## config.mk

```make
export PLATFORM = sky130hd
export DESIGN_NAME = i2s_master
export DESIGN_NICKNAME = d
export VERILOG_FILES = /design/src/rtl/i2s_master_pkg.sv /design/src/rtl/i2s_master.sv
export SDC_FILE = /design/constraint.sdc
export NUM_CORES = 1
export LEC_CHECK = 0
export CAP_MARGIN = 25
export CORE_MARGIN = 2
export CORE_UTILIZATION = 35
export DETAILED_ROUTE_END_ITERATION = 8
export DONT_BUFFER_PORTS = 1
export PLACE_DENSITY = 0.54
export SLEW_MARGIN = 20
export SYNTH_ARGS = -nofsm -noshare
export SYNTH_HDL_FRONTEND = slang
export SYNTH_SLANG_ARGS = --single-unit
```

## constraint.sdc

```tcl
create_clock -name CLK -period 2.3 [get_ports CLK]
set_input_delay 0 -clock CLK [delete_from_list [all_inputs] [get_ports CLK]]
set_output_delay 0 -clock CLK [all_outputs]
set_load 0.01 [all_outputs]
```

## src/rtl/i2s_master_pkg.sv

```systemverilog
// ---------------------------------------------------------------------------
// i2s_master_pkg
//   Shared constants for the mono I2S transmitter: frame geometry, sample
//   width and the slot in which the sample MSB is placed.
//   Derived widths are provided so the RTL never hard-codes bit positions.
// ---------------------------------------------------------------------------
package i2s_master_pkg;

  localparam int FRAME_LEN = 256;  // CLK cycles per stereo frame
  localparam int SLOT_BITS = 32;   // BCK periods per channel half-frame
  localparam int SAMPLE_W  = 16;   // audio sample width
  localparam int MSB_SLOT  = 1;    // one-BCK delay after each LCK edge

  localparam int CNT_W  = $clog2(FRAME_LEN);  // frame counter width (8)
  localparam int SLOT_W = $clog2(SLOT_BITS);  // slot index width (5)
  localparam int IDX_W  = $clog2(SAMPLE_W);   // sample bit index width (4)

endpackage : i2s_master_pkg

```

## src/rtl/i2s_master.sv

```systemverilog
// ---------------------------------------------------------------------------
// i2s_master
//   Mono I2S transmitter. A free-running frame counter generates the bus
//   clocks; the sample is latched once per frame and shifted out MSB first,
//   identically on the left and right channels, one BCK after each LCK edge.
//
// Ports
//   CLK  in   1   system clock (12 MHz)
//   RST  in   1   synchronous reset, active-high
//   SMP  in  16   signed sample, captured once per frame at counter 255
//   SCK  out  1   DAC master clock, CLK/2 (or constant 0, see below)
//   BCK  out  1   bit clock, CLK/4
//   DIN  out  1   serial data, changes on the BCK falling edge
//   LCK  out  1   word select, CLK/256; 0 = left, 1 = right
//
// Configuration
//   I2S_MASTER_SCK_EN  defined   : SCK toggles at CLK/2.
//                      undefined : SCK tied to 0 (DAC with internal PLL).
// ---------------------------------------------------------------------------
module i2s_master
  import i2s_master_pkg::*;
(
  input  logic                CLK,
  input  logic                RST,
  input  logic [SAMPLE_W-1:0] SMP,
  output logic                SCK,
  output logic                BCK,
  output logic                DIN,
  output logic                LCK
);

  logic [CNT_W-1:0]    c_q,   c_d;
  logic [SAMPLE_W-1:0] smp_q, smp_d;
  logic                din_q, din_d;

  logic [SLOT_W-1:0]   slot_nxt;
  logic [IDX_W-1:0]    bit_idx;

  // Next-state logic. DIN is loaded one CLK before the BCK falling edge, so
  // the bit chosen belongs to the slot the counter is about to enter.
  always_comb begin
    c_d      = c_q + CNT_W'(1);
    smp_d    = smp_q;
    din_d    = din_q;
    slot_nxt = c_d[CNT_W-2:2];
    // Slot MSB_SLOT carries bit SAMPLE_W-1, each later slot one bit lower.
    bit_idx  = IDX_W'(MSB_SLOT + SAMPLE_W - 1 - int'(slot_nxt));

    if (c_q == CNT_W'(FRAME_LEN - 1)) begin
      smp_d = SMP;
    end

    if (c_q[1:0] == 2'b11) begin
      if ((slot_nxt >= SLOT_W'(MSB_SLOT)) &&
          (slot_nxt <  SLOT_W'(MSB_SLOT + SAMPLE_W))) begin
        din_d = smp_q[bit_idx];
      end else begin
        din_d = 1'b0;
      end
    end
  end

  // NOTE: state registers use non-blocking assignments so every register
  // samples the values from before this edge, regardless of statement order.
  always_ff @(posedge CLK) begin
    if (RST) begin
      // The sample latch is cleared too, so the frame after reset sends 0.
      c_q   <= '0;
      smp_q <= '0;
      din_q <= 1'b0;
    end else begin
      c_q   <= c_d;
      smp_q <= smp_d;
      din_q <= din_d;
    end
  end

  // All outputs come straight from registers: no path from SMP to a pin.
`ifdef I2S_MASTER_SCK_EN
  assign SCK = c_q[0];
`else
  assign SCK = 1'b0;
`endif
  assign BCK = c_q[1];
  assign LCK = c_q[CNT_W-1];
  assign DIN = din_q;

endmodule : i2s_master

```

# Yosys cells after proc, flatten, opt, wreduce, memory -nomap -nowiden

Cells that the tools add are included.

Register bits: 25
Latch bits: 0
RAM bits: 0
Memory bits (read-only): 0
Input bits: 18
Output and inout port bits: 4
Logic and storage cells: 14
Memories: 0

Add/subtract/negate cells: 2
Multiply operators: 0
Divide/modulo/power cells: 0
Order comparisons: 3
Eq/ne operators: 2
Shift-type cells: 0
Muxes and demuxes: 3
Bitwise logic cells: 0
Reductions and logical operators: 1

Operator list:

| cell                                                              | number |
|---|---|
| adder 8 x 1 -> 8 bit, second input constant                       | 1 |
| equality test 8 bit, second input constant                        | 1 |
| greater-or-equal comparator 5 x 1 -> 1 bit, second input constant | 1 |
| less-than comparator 4 x 5 -> 1 bit, second input constant        | 1 |
| less-than comparator 5 bit, second input constant                 | 1 |
| binary-select mux 1 bit (select 4 bit)                            | 1 |
| subtractor 1 x 4 -> 4 bit, first input constant                   | 1 |
| equality test 2 bit, second input constant                        | 1 |
| 2-to-1 mux 1 bit                                                  | 2 |
| logical AND 1 bit                                                 | 1 |

# Longest topological paths before layout

Gate-level depths: netlist of run 1.

Depth after elaboration: 5
Mapped depth: 10
Gate-level depth less buffers: 10

# Worst setup path before layout of run 1

OpenSTA, ideal clock, no wires.

Path kind: flip-flop to flip-flop
Start point: register c_q[1]
End point: register din_q, in the netlist DIN
Setup time: 0.117 ns
Arrival time: 2.331 ns
Data required time: 2.183 ns
Slack: -0.149 ns
Cell stages (with the launch flop): 10
Path buffers: 1
Period minus slack after synthesis: 2.449 ns
Cell sequence: dfxtp_1 ha_1 xor2_1 ha_1 buf_1 mux2i_1 mux2i_1 mux2i_1 mux2i_1 a32o_1

Longest elaborated chain between the ends: 5
Elaborated cells on any way between the ends: 9
Classes of those cells: 2 x add/sub; 2 x order compare; 1 x eq/ne; 3 x mux; 1 x reduce/logical

Ends and longest elaborated chain:

| element                                | RTL line         | source |
|---|---|---|
| start, declared                        | i2s_master.sv:32 | `logic [CNT_W-1:0] c_q, c_d;` |
| start signal, assigned                 | i2s_master.sv:68 | `c_q <= '0;` |
| start signal, assigned                 | i2s_master.sv:72 | `c_q <= c_d;` |
| adder 8 x 1 -> 8 bit                   | i2s_master.sv:42 | `c_d = c_q + CNT_W'(1);` |
| subtractor 1 x 4 -> 4 bit              | i2s_master.sv:47 | `bit_idx = IDX_W'(MSB_SLOT + SAMPLE_W - 1 - int'(slot_nxt));` |
| named net bit_idx[0]                   | i2s_master.sv:37 | `logic [IDX_W-1:0] bit_idx;` |
| binary-select mux 1 bit (select 4 bit) | i2s_master.sv:56 | `din_d = smp_q[bit_idx];` |
| 2-to-1 mux 1 bit (not written as such) | i2s_master.sv:56 |  |
| 2-to-1 mux 1 bit                       | i2s_master.sv:54 | `if ((slot_nxt >= SLOT_W'(MSB_SLOT)) &&` |
| end signal, assigned                   | i2s_master.sv:74 | `din_q <= din_d;` |
| end, declared                          | i2s_master.sv:34 | `logic din_q, din_d;` |

The timed path passes the listed nets, and every way through them passes these cells. The select of a mux whose other input is x is not followed.
A chain may end at the register's enable or synchronous reset.

# Final worst setup path of run 1

Start point: register c_q[0]
End point: register din_q, in the netlist DIN

Longest elaborated chain between the ends: 5
Elaborated cells on any way between the ends: 9
Classes of those cells: 2 x add/sub; 2 x order compare; 1 x eq/ne; 3 x mux; 1 x reduce/logical

Ends and longest elaborated chain:

| element                                | RTL line |
|---|---|
| adder 8 x 1 -> 8 bit                   | i2s_master.sv:42 |
| subtractor 1 x 4 -> 4 bit              | i2s_master.sv:47 |
| binary-select mux 1 bit (select 4 bit) | i2s_master.sv:56 |
| 2-to-1 mux 1 bit (not written as such) | i2s_master.sv:56 |
| 2-to-1 mux 1 bit                       | i2s_master.sv:54 |

Parallel ways exist; a longest one is shown, timed or not. The select of a mux whose other input is x is not followed.

==> summary.txt, run 1 <==
Logic synthesis
  • Yosys top cell by area: dfxtp_1
  • Yosys warnings: 0
  • Synth cell count leaders: 31 x mux2i_1, 25 x dfxtp_1, 23 x nor2_1
  • Cell count after synthesis: 123
  • Synth top area share: around two fifths
  • Synth top area cells: dfxtp_1 41%, mux2i_1 25%, nor2_1 7.0%
  • Syn Nets: 145
  • Seq/Total Area, Yosys: 40.7%
  • Number of synthesized flops with an enable pin: 0
  • Distinct cells, synth: 25
  • Top_reg_cell synth: dfxtp_1
  • Most common cell in the synthesized netlist: mux2i_1
  • Synthesis-stage register bit count: 25
  • Mapped Area: 1230 sq um
  • Share of synthesized registers carrying an async set or reset: 0%
  • Avg Inst Size Synth: 10.0 sq um

Setup path
  • Critical path type: flop to flop
  • CP Cell Sequence: buf_4, nand3_2, xor2_4, ha_2, xnor2_2, xnor2_2, buf_4, mux2i_1, mux2i_1, mux2i_1, a32o_1
  • CP most frequent cell: mux2i_1
  • Worst path arrival time: 2420 ps
  • Startpoint Class: flop
  • CP max stage cell: dfxtp_2
  • CP Data Required Time: 2540 ps
  • Setup crit end kind: flop
  • Max FO, Critical Path: 6
  • Largest stage delay on the critical path: around 380 ps

Power
  • VDD IR-drop max: 0.287 mV
  • Power, Total: 782 uW
  • LEAKAGE: 0.766 nW
  • PwrDens: 484 nW/um^2

Placed design
  • I/O Buffers: 0
  • Placer Congestion: 0.723
  • Post-Place Cells: between 150 and 200
  • Post-DP Area: roughly 1300 sq um
  • Dpl ws: 17.5 ps
  • HPWL after DPL: 1610 microns

Floorplanning
  • Die height: 63.3 microns
  • # rows: 21
  • Initial core utilization: 36.6%
  • Die ar.: 4000 sq um
  • Core area: 3360 sq um
  • Die W: 63.3 microns
  • IO Pins: 22

Global routing
  • First-pass GRT wire length: approximately 4300 microns
  • Vias in the first global route: 965
  • Total grt overflow: 0
  • Total GRT Usage: 13.8%
  • Initial antenna violation count: 0
  • Pin count of the biggest net entering global routing: 27

CTS
  • Clk_lat worst skew: approximately 320 ps
  • Clk sink count: 25
  • CTS tree: yes
  • Clock-pin slew on the worst setup and hold paths: around 140 ps
  • Clock tree buffer depth: 2
  • CTS H-tree depth: 1
  • Root buf cell: clkbuf_4
  • CTS Buf Count: 3

STA
  • Peak Freq: ~460 MHz
  • Final setup viols: 0
  • Fin. max-slew vios: 0
  • Fin Clk Skew: 5.69 ps
  • Setup WS post-layout: around 110 ps
  • Slew headroom: between 30% and 40%
  • Hold Vio Cnt, Final: 0
  • Tcrit/Tclk final: a little over nine tenths
  • Slew @ Worst Pin: 957 ps
  • Unrepaired setup endpoints after global routing: false
  • Final min period: approximately 2200 ps
  • Post-Route Setup TNS: 0 ps

Drt
  • Total number of vias: 925
  • Drt pass-1 iters: 3
  • Vias per cell: 4.82
  • DR iter-0 viols: 30
  • Drt total wl: between 2000 and 3000 microns
  • DRC errors left: 0
  • DRT antenna net count: 0
  • WL/cell: 13.2 microns

Finish
  • Post-route non-filler standard cell count: 192
  • Area Overhead vs Synth: 31.2%
  • Final net count: around 170
  • Ratio of cells with drive above 1 in the final layout: a little under a fifth
  • Design Area, Final: 1610 sq um
  • Antenna cells: 0

Status
  • Status: completed

Worst hold path
  • HP Class: input pin to flop

Flow run
  • Max Cap Violations: 0
[report_power, final]
| part | internal [mW] | switching (mW) |
|---|---|---|
| registers | 0.439 | 0.00945 |
| clock network | 0.0665 | 0.138 |
| logic | 0.0765 | 0.0526 |
| total | 0.582 | 0.200 |
[metal layers]
metal,vias to the layer above,track usage (%),wire [microns]
li1,464,-,-
met1,440,16.3,1160
met2,17,25.0,1260
met3,4,1.79,71
met4,0,5.71,33
met5,-,0,0
[sequential cells by signal, summed over array words and instances, names as in the netlist]
name   flops
c_q        8
DIN        1
smp_q     16
[through the flow]
stage	hold slack [ps]	util, %
finish	344	48.0
global route	348	48.0
CTS	340	45.2
detailed placement	69.2	39.2
global placement	65.8	39.2
floorplan	144	-
[path summary, 6_finish.rpt]
check                               from       end  slack, ps  cells after the start
worst max-delay path              c_q[0]       DIN        110                     11
worst max register to register    c_q[0]       DIN        110                     11
worst min register to register  smp_q[7]  smp_q[7]        510                      2
worst min-delay path              SMP[5]  smp_q[5]        340                      3
[worst max-delay path, delay by kind of cell, from the launching register on]
kind                       cells  cell delay [ps]
xor gates and xnor gates       3              480
DFF                            1              380
muxes                          3              360
buffers and inverters          2              300
AOI/OAI and AO/OA              1              250
adders and majority gates      1              210
and+or+nand+nor                1              120
[cells by family (layout without fill, tap and decap cells)]
logic type               count (synthesis)  count (layout)  synth area share, %
AND/OR/NAND/NOR                         40              40                 16.4
multiplexers                            31              31                 25.2
flip-flops                              25              25                 40.7
XOR/XNOR                                10              10                 7.73
buffers and inverters                    7              30                 2.75
AO/OA/AOI/OAI                            5               5                 2.85
adder cells (fa/ha/maj)                  4               4                 4.07
other                                    1               1                0.305
[layout by cell type, fill, tap and decap left out, drive strengths merged]
cell	Yosys	layout
mux2i	31	31
nand3b	1	1
dlygate4sd3	0	17
clkbuf	3	3
buf	3	8
ha	4	4
conb	1	1
or3	1	1
o21ai	2	2
a21oi	1	1
and3	5	5
clkinvlp	0	1
dfxtp	25	25
xor2	5	5
a32o	2	2
nand3	6	6
nor3b	1	1
nor2	23	23
inv	1	1
nor2b	2	2
xnor2	5	5
nor4	1	1
[area by class of cell]
type	count	area, sq um
Fill cell	339	1750
Inverter	1	3.75
Timing Repair Buffer	25	243
Clock inverter	1	7.51
Tap cell	46	57.6
Multi-Input combinational cell	91	773
Clock buffer	3	22.5
Sequential cell	25	507
[timing repair]
item	in CTS	in global routing
hold buffers	17	0
pin swaps	1	4
hold endpoints to repair	25	0
setup buffers	0	3
setup endpoints to repair	1	1
resized for setup	0	11
Power figures use the tool's default switching activity.
==> run 2: changes to the inputs <==
--- a/config.mk
+++ b/config.mk
@@ -5,6 +5,7 @@
 export SDC_FILE = /design/constraint.sdc
 export NUM_CORES = 1
 export LEC_CHECK = 0
+export ABC_AREA = 1
 export CAP_MARGIN = 25
 export CORE_MARGIN = 2
 export CORE_UTILIZATION = 35
==> summary.txt, run 2 <==
STA
  • Hold Vio Cnt, Final: 0 (unchanged)
  • Final min period: 2040 ps (-145 ps)
  • Unrepaired setup endpoints after global routing: false
  • Slew @ Worst Pin: 535 ps (-422 ps)
  • Final setup viols: 0 (unchanged)
  • Post-Route Setup TNS: 0 ps (unchanged)
  • Tcrit/Tclk final: 88.7% (-6.3 points)
  • Fin. max-slew vios: 0 (unchanged)
  • Slew headroom: 64.4% (+28 points)
  • Fin Clk Skew: 5.50 ps (-0.185 ps)
  • Peak Freq: 490 MHz (+7.1%)

Logic synthesis
  • Synth top area share: 36.4% (-4.3 points)
  • Cell count after synthesis: 196 (+59%)
  • Yosys top cell by area: dfxtp_1
  • Syn Nets: 218 (+50%)
  • Avg Inst Size Synth: 7.02 sq um (-30%)
  • Top_reg_cell synth: dfxtp_1
  • Synth cell count leaders: 67 x nand2_1, 25 x dfxtp_1, 15 x inv_1
  • Distinct cells, synth: 22 (-12%)
  • Yosys warnings: 0 (unchanged)
  • Synth top area cells: dfxtp_1 36%, nand2_1 18%, a21oi_1 5.1%
  • Number of synthesized flops with an enable pin: 0 (unchanged)
  • Most common cell in the synthesized netlist: nand2_1
  • Seq/Total Area, Yosys: 36.4% (-4.3 points)
  • Share of synthesized registers carrying an async set or reset: 0% (unchanged)
  • Mapped Area: 1380 sq um (+12%)
  • Synthesis-stage register bit count: 25 (unchanged)

Setup path
  • R2R cell count: 13 (+2)
  • CP max stage cell: dfxtp_1
  • Critical path buffers and inverters: 2 (unchanged)
  • Worst path arrival time: 2190 ps (-230 ps)
  • Max FO, Critical Path: 9 (+3)
  • Critical path type: flop to flop
  • CP Cell Sequence: ha_1, inv_1, nand2_1, nand2_2, ha_1, inv_1, nand3_1, nand2_1, nand2_1, nand2_1, nand2_1, nand3_2, a21oi_2
  • Largest stage delay on the critical path: 360 ps (-20 ps)
  • CP Depth: 13 (+2)
  • Setup crit end kind: flop
  • Startpoint Class: flop
  • Crit-path leading delay family: adder cells
  • CP most frequent cell: nand2_1
  • CP Data Required Time: 2440 ps (-100 ps)

Finish
  • Ratio of cells with drive above 1 in the final layout: 16.0% (-3.1 points)
  • Commonest non-fill, non-tap cell in the layout: nand2_1
  • Largest register FFs: 16 (unchanged)
  • Most frequent cells in the layout: 67 x nand2_1, 25 x dfxtp_1, 16 x dlygate4sd3_1, 15 x inv_1
  • Footprint of the multi-input gates: 748 sq um (-3.2%)
  • Utilization after layout: 43.7% (-4.3 points)
  • Fillcell total: 387 (+14%)
  • Final net count: 235 (+39%)
  • Storage cell area: 500 sq um (-1.2%)
  • Biggest register: smp_q
  • Antenna cells: 0 (unchanged)
  • Area Overhead vs Synth: 18.1%

Floorplanning
  • Initial core utilization: 37.0% (+0.43 points)
  • Die height: 66.7 microns (+5.4%)
  • Core area: 3720 sq um (+10%)
  • Die W: 66.7 microns (+5.4%)
  • IO Pins: 22 (unchanged)
  • # rows: 22 (+4.8%)
  • Die ar.: 4450 sq um (+11%)

Flow run
  • Max Cap Violations: 0 (unchanged)

Drt
  • Met2 WL post-DR: 1400 microns (+11%)
  • DRT antenna net count: 0 (unchanged)
  • DRC errors left: 0 (unchanged)
  • Met1 WL: 1310 microns (+13%)
  • Vias per cell: 4.80 (-0.29%)
  • Total number of vias: 1,249 (+35%)
  • Drt pass-1 iters: 5 (+2)
  • Uppermost layer routed: met4
  • DR iter-0 viols: 23 (-23%)
  • Drt total wl: 2870 microns (+14%)
  • WL/cell: 11.1 microns (-16%)
  • WL met3: 109 microns (+54%)

Power
  • Sw frac: 26.3% (+0.71 points)
  • Power share of the clock group: 31.8% (+5.6 points)
  • Comb pwr share: 15.2% (-1.3 points)
  • Reg power frac: 53.0% (-4.3 points)
  • PwrDens: 514 nW/um^2 (+6.1%)
  • Switching power: 220 uW (+9.7%)
  • LEAKAGE: 0.643 nW (-16%)
  • Power, Total: 835 uW (+6.8%)
  • Internal Power: 615 uW (+5.8%)
  • VDD IR-drop max: 0.242 mV (-16%)

CTS
  • Clock-pin slew on the worst setup and hold paths: 90 ps (-50 ps)
  • Post-CTS setup buffers: 0 (unchanged)
  • Post-CTS sizing: 0 (unchanged)
  • Clock tree buffer depth: 2 (unchanged)
  • CTS Buf Count: 3 (unchanged)
  • Clk sink count: 25 (unchanged)
  • Clk_lat worst skew: 270 ps (-50 ps)
  • Root buf cell: clkbuf_8
  • CTS H-tree depth: 1 (unchanged)
  • CTS tree: yes

Worst hold path
  • HP Class: input pin to flop
  • Worst hold path stage count: 2 (-1)

Status
  • Status: completed

Global routing
  • Total grt overflow: 0 (unchanged)
  • Pin count of the biggest net entering global routing: 26 (-3.7%)
  • Initial antenna violation count: 0 (unchanged)
  • Vias in the first global route: 1,182 (+22%)
  • First-pass GRT wire length: 5110 microns (+18%)
  • Total GRT Usage: 15.1% (+1.3 points)

Placed design
  • Placer Congestion: 0.896 (+24%)
  • HPWL after DPL: 2090 microns (+30%)
  • I/O Buffers: 0 (unchanged)
## run 2: cell types whose count changed after synthesis, moves of 9 or more
cell	before	now
nand2_1	0	67
mux2i_1	31	0
inv_1	1	15
a21oi_1	1	14
nor2_1	23	12
nand3_1	5	14
## run 2: area by class of cell
class / count / share of cell area (%)
Clock buffer: 4 / 2.77
Inverter: 20 / 4.62
Multi-Input combinational cell: 142 / 46.1
Sequential cell: 25 / 30.8
Tap cell: 48 / 3.70
Timing Repair Buffer: 21 / 12.0
## run 2: worst register-to-register path, cell delays in order (launching register included)
cell,delay (ps)
dfxtp_1,360
ha_1,280
inv_1,110
nand2_1,90
nand2_2,120
ha_1,360
inv_1,140
nand3_1,90
nand2_1,80
nand2_1,50
nand2_1,50
nand2_1,60
nand3_2,70
a21oi_2,40
## run 2: final timing paths
kind	from	end	slack [ps]
min	RST	c_q[0]	170
max reg2reg	c_q[0]	DIN	260
max	c_q[0]	DIN	260
min reg2reg	smp_q[11]	smp_q[11]	470
## run 2: timing repair
item / CTS / global route
hold buffers: 17 / 0
setup endpoints to repair: 0 / 0
endpoints found under the hold margin: 25 / 0
## run 2: cell families (layout without fill, tap and decap cells)
kind of cell	Yosys count	after routing	share of synthesized area (%)
AND/OR/NAND/NOR	114	114	39.7
buffers and inverters	29	45	9.19
flip-flops	25	25	36.4
AO/OA/AOI/OAI	23	23	10.8
adder cells (fa/ha/maj)	4	4	3.64
other	1	1	0.273
## run 2: layer usage
metal	track usage (%)	vias to the layer above
met1	17.5	564
met4	7.40	0
met2	26.3	29
met3	2.87	5
met5	0	-
li1	-	651
## run 2: metrics by stage
stage,cells,setup WS (ps),hold WS (ps),instance area (sq um)
after CTS,260,254,409,1630
after floorplan,196,326,147,1380
after detailed placement,239,341,69.2,1410
after global routing,260,47.8,211,1620
after global placement,239,433,66.7,1410
final,260,259,171,1620
## run 2: power groups by stage
stage / clock [mW] / combinational (mW) / sequential (mW)
global route: 0.289 / 0.148 / 0.443
finish: 0.265 / 0.127 / 0.443
detailed placement: 0 / 0.0962 / 0.453
global placement: 0 / 0.0945 / 0.452
floorplan: 0 / 0.0836 / 0.455
CTS: 0.270 / 0.127 / 0.443
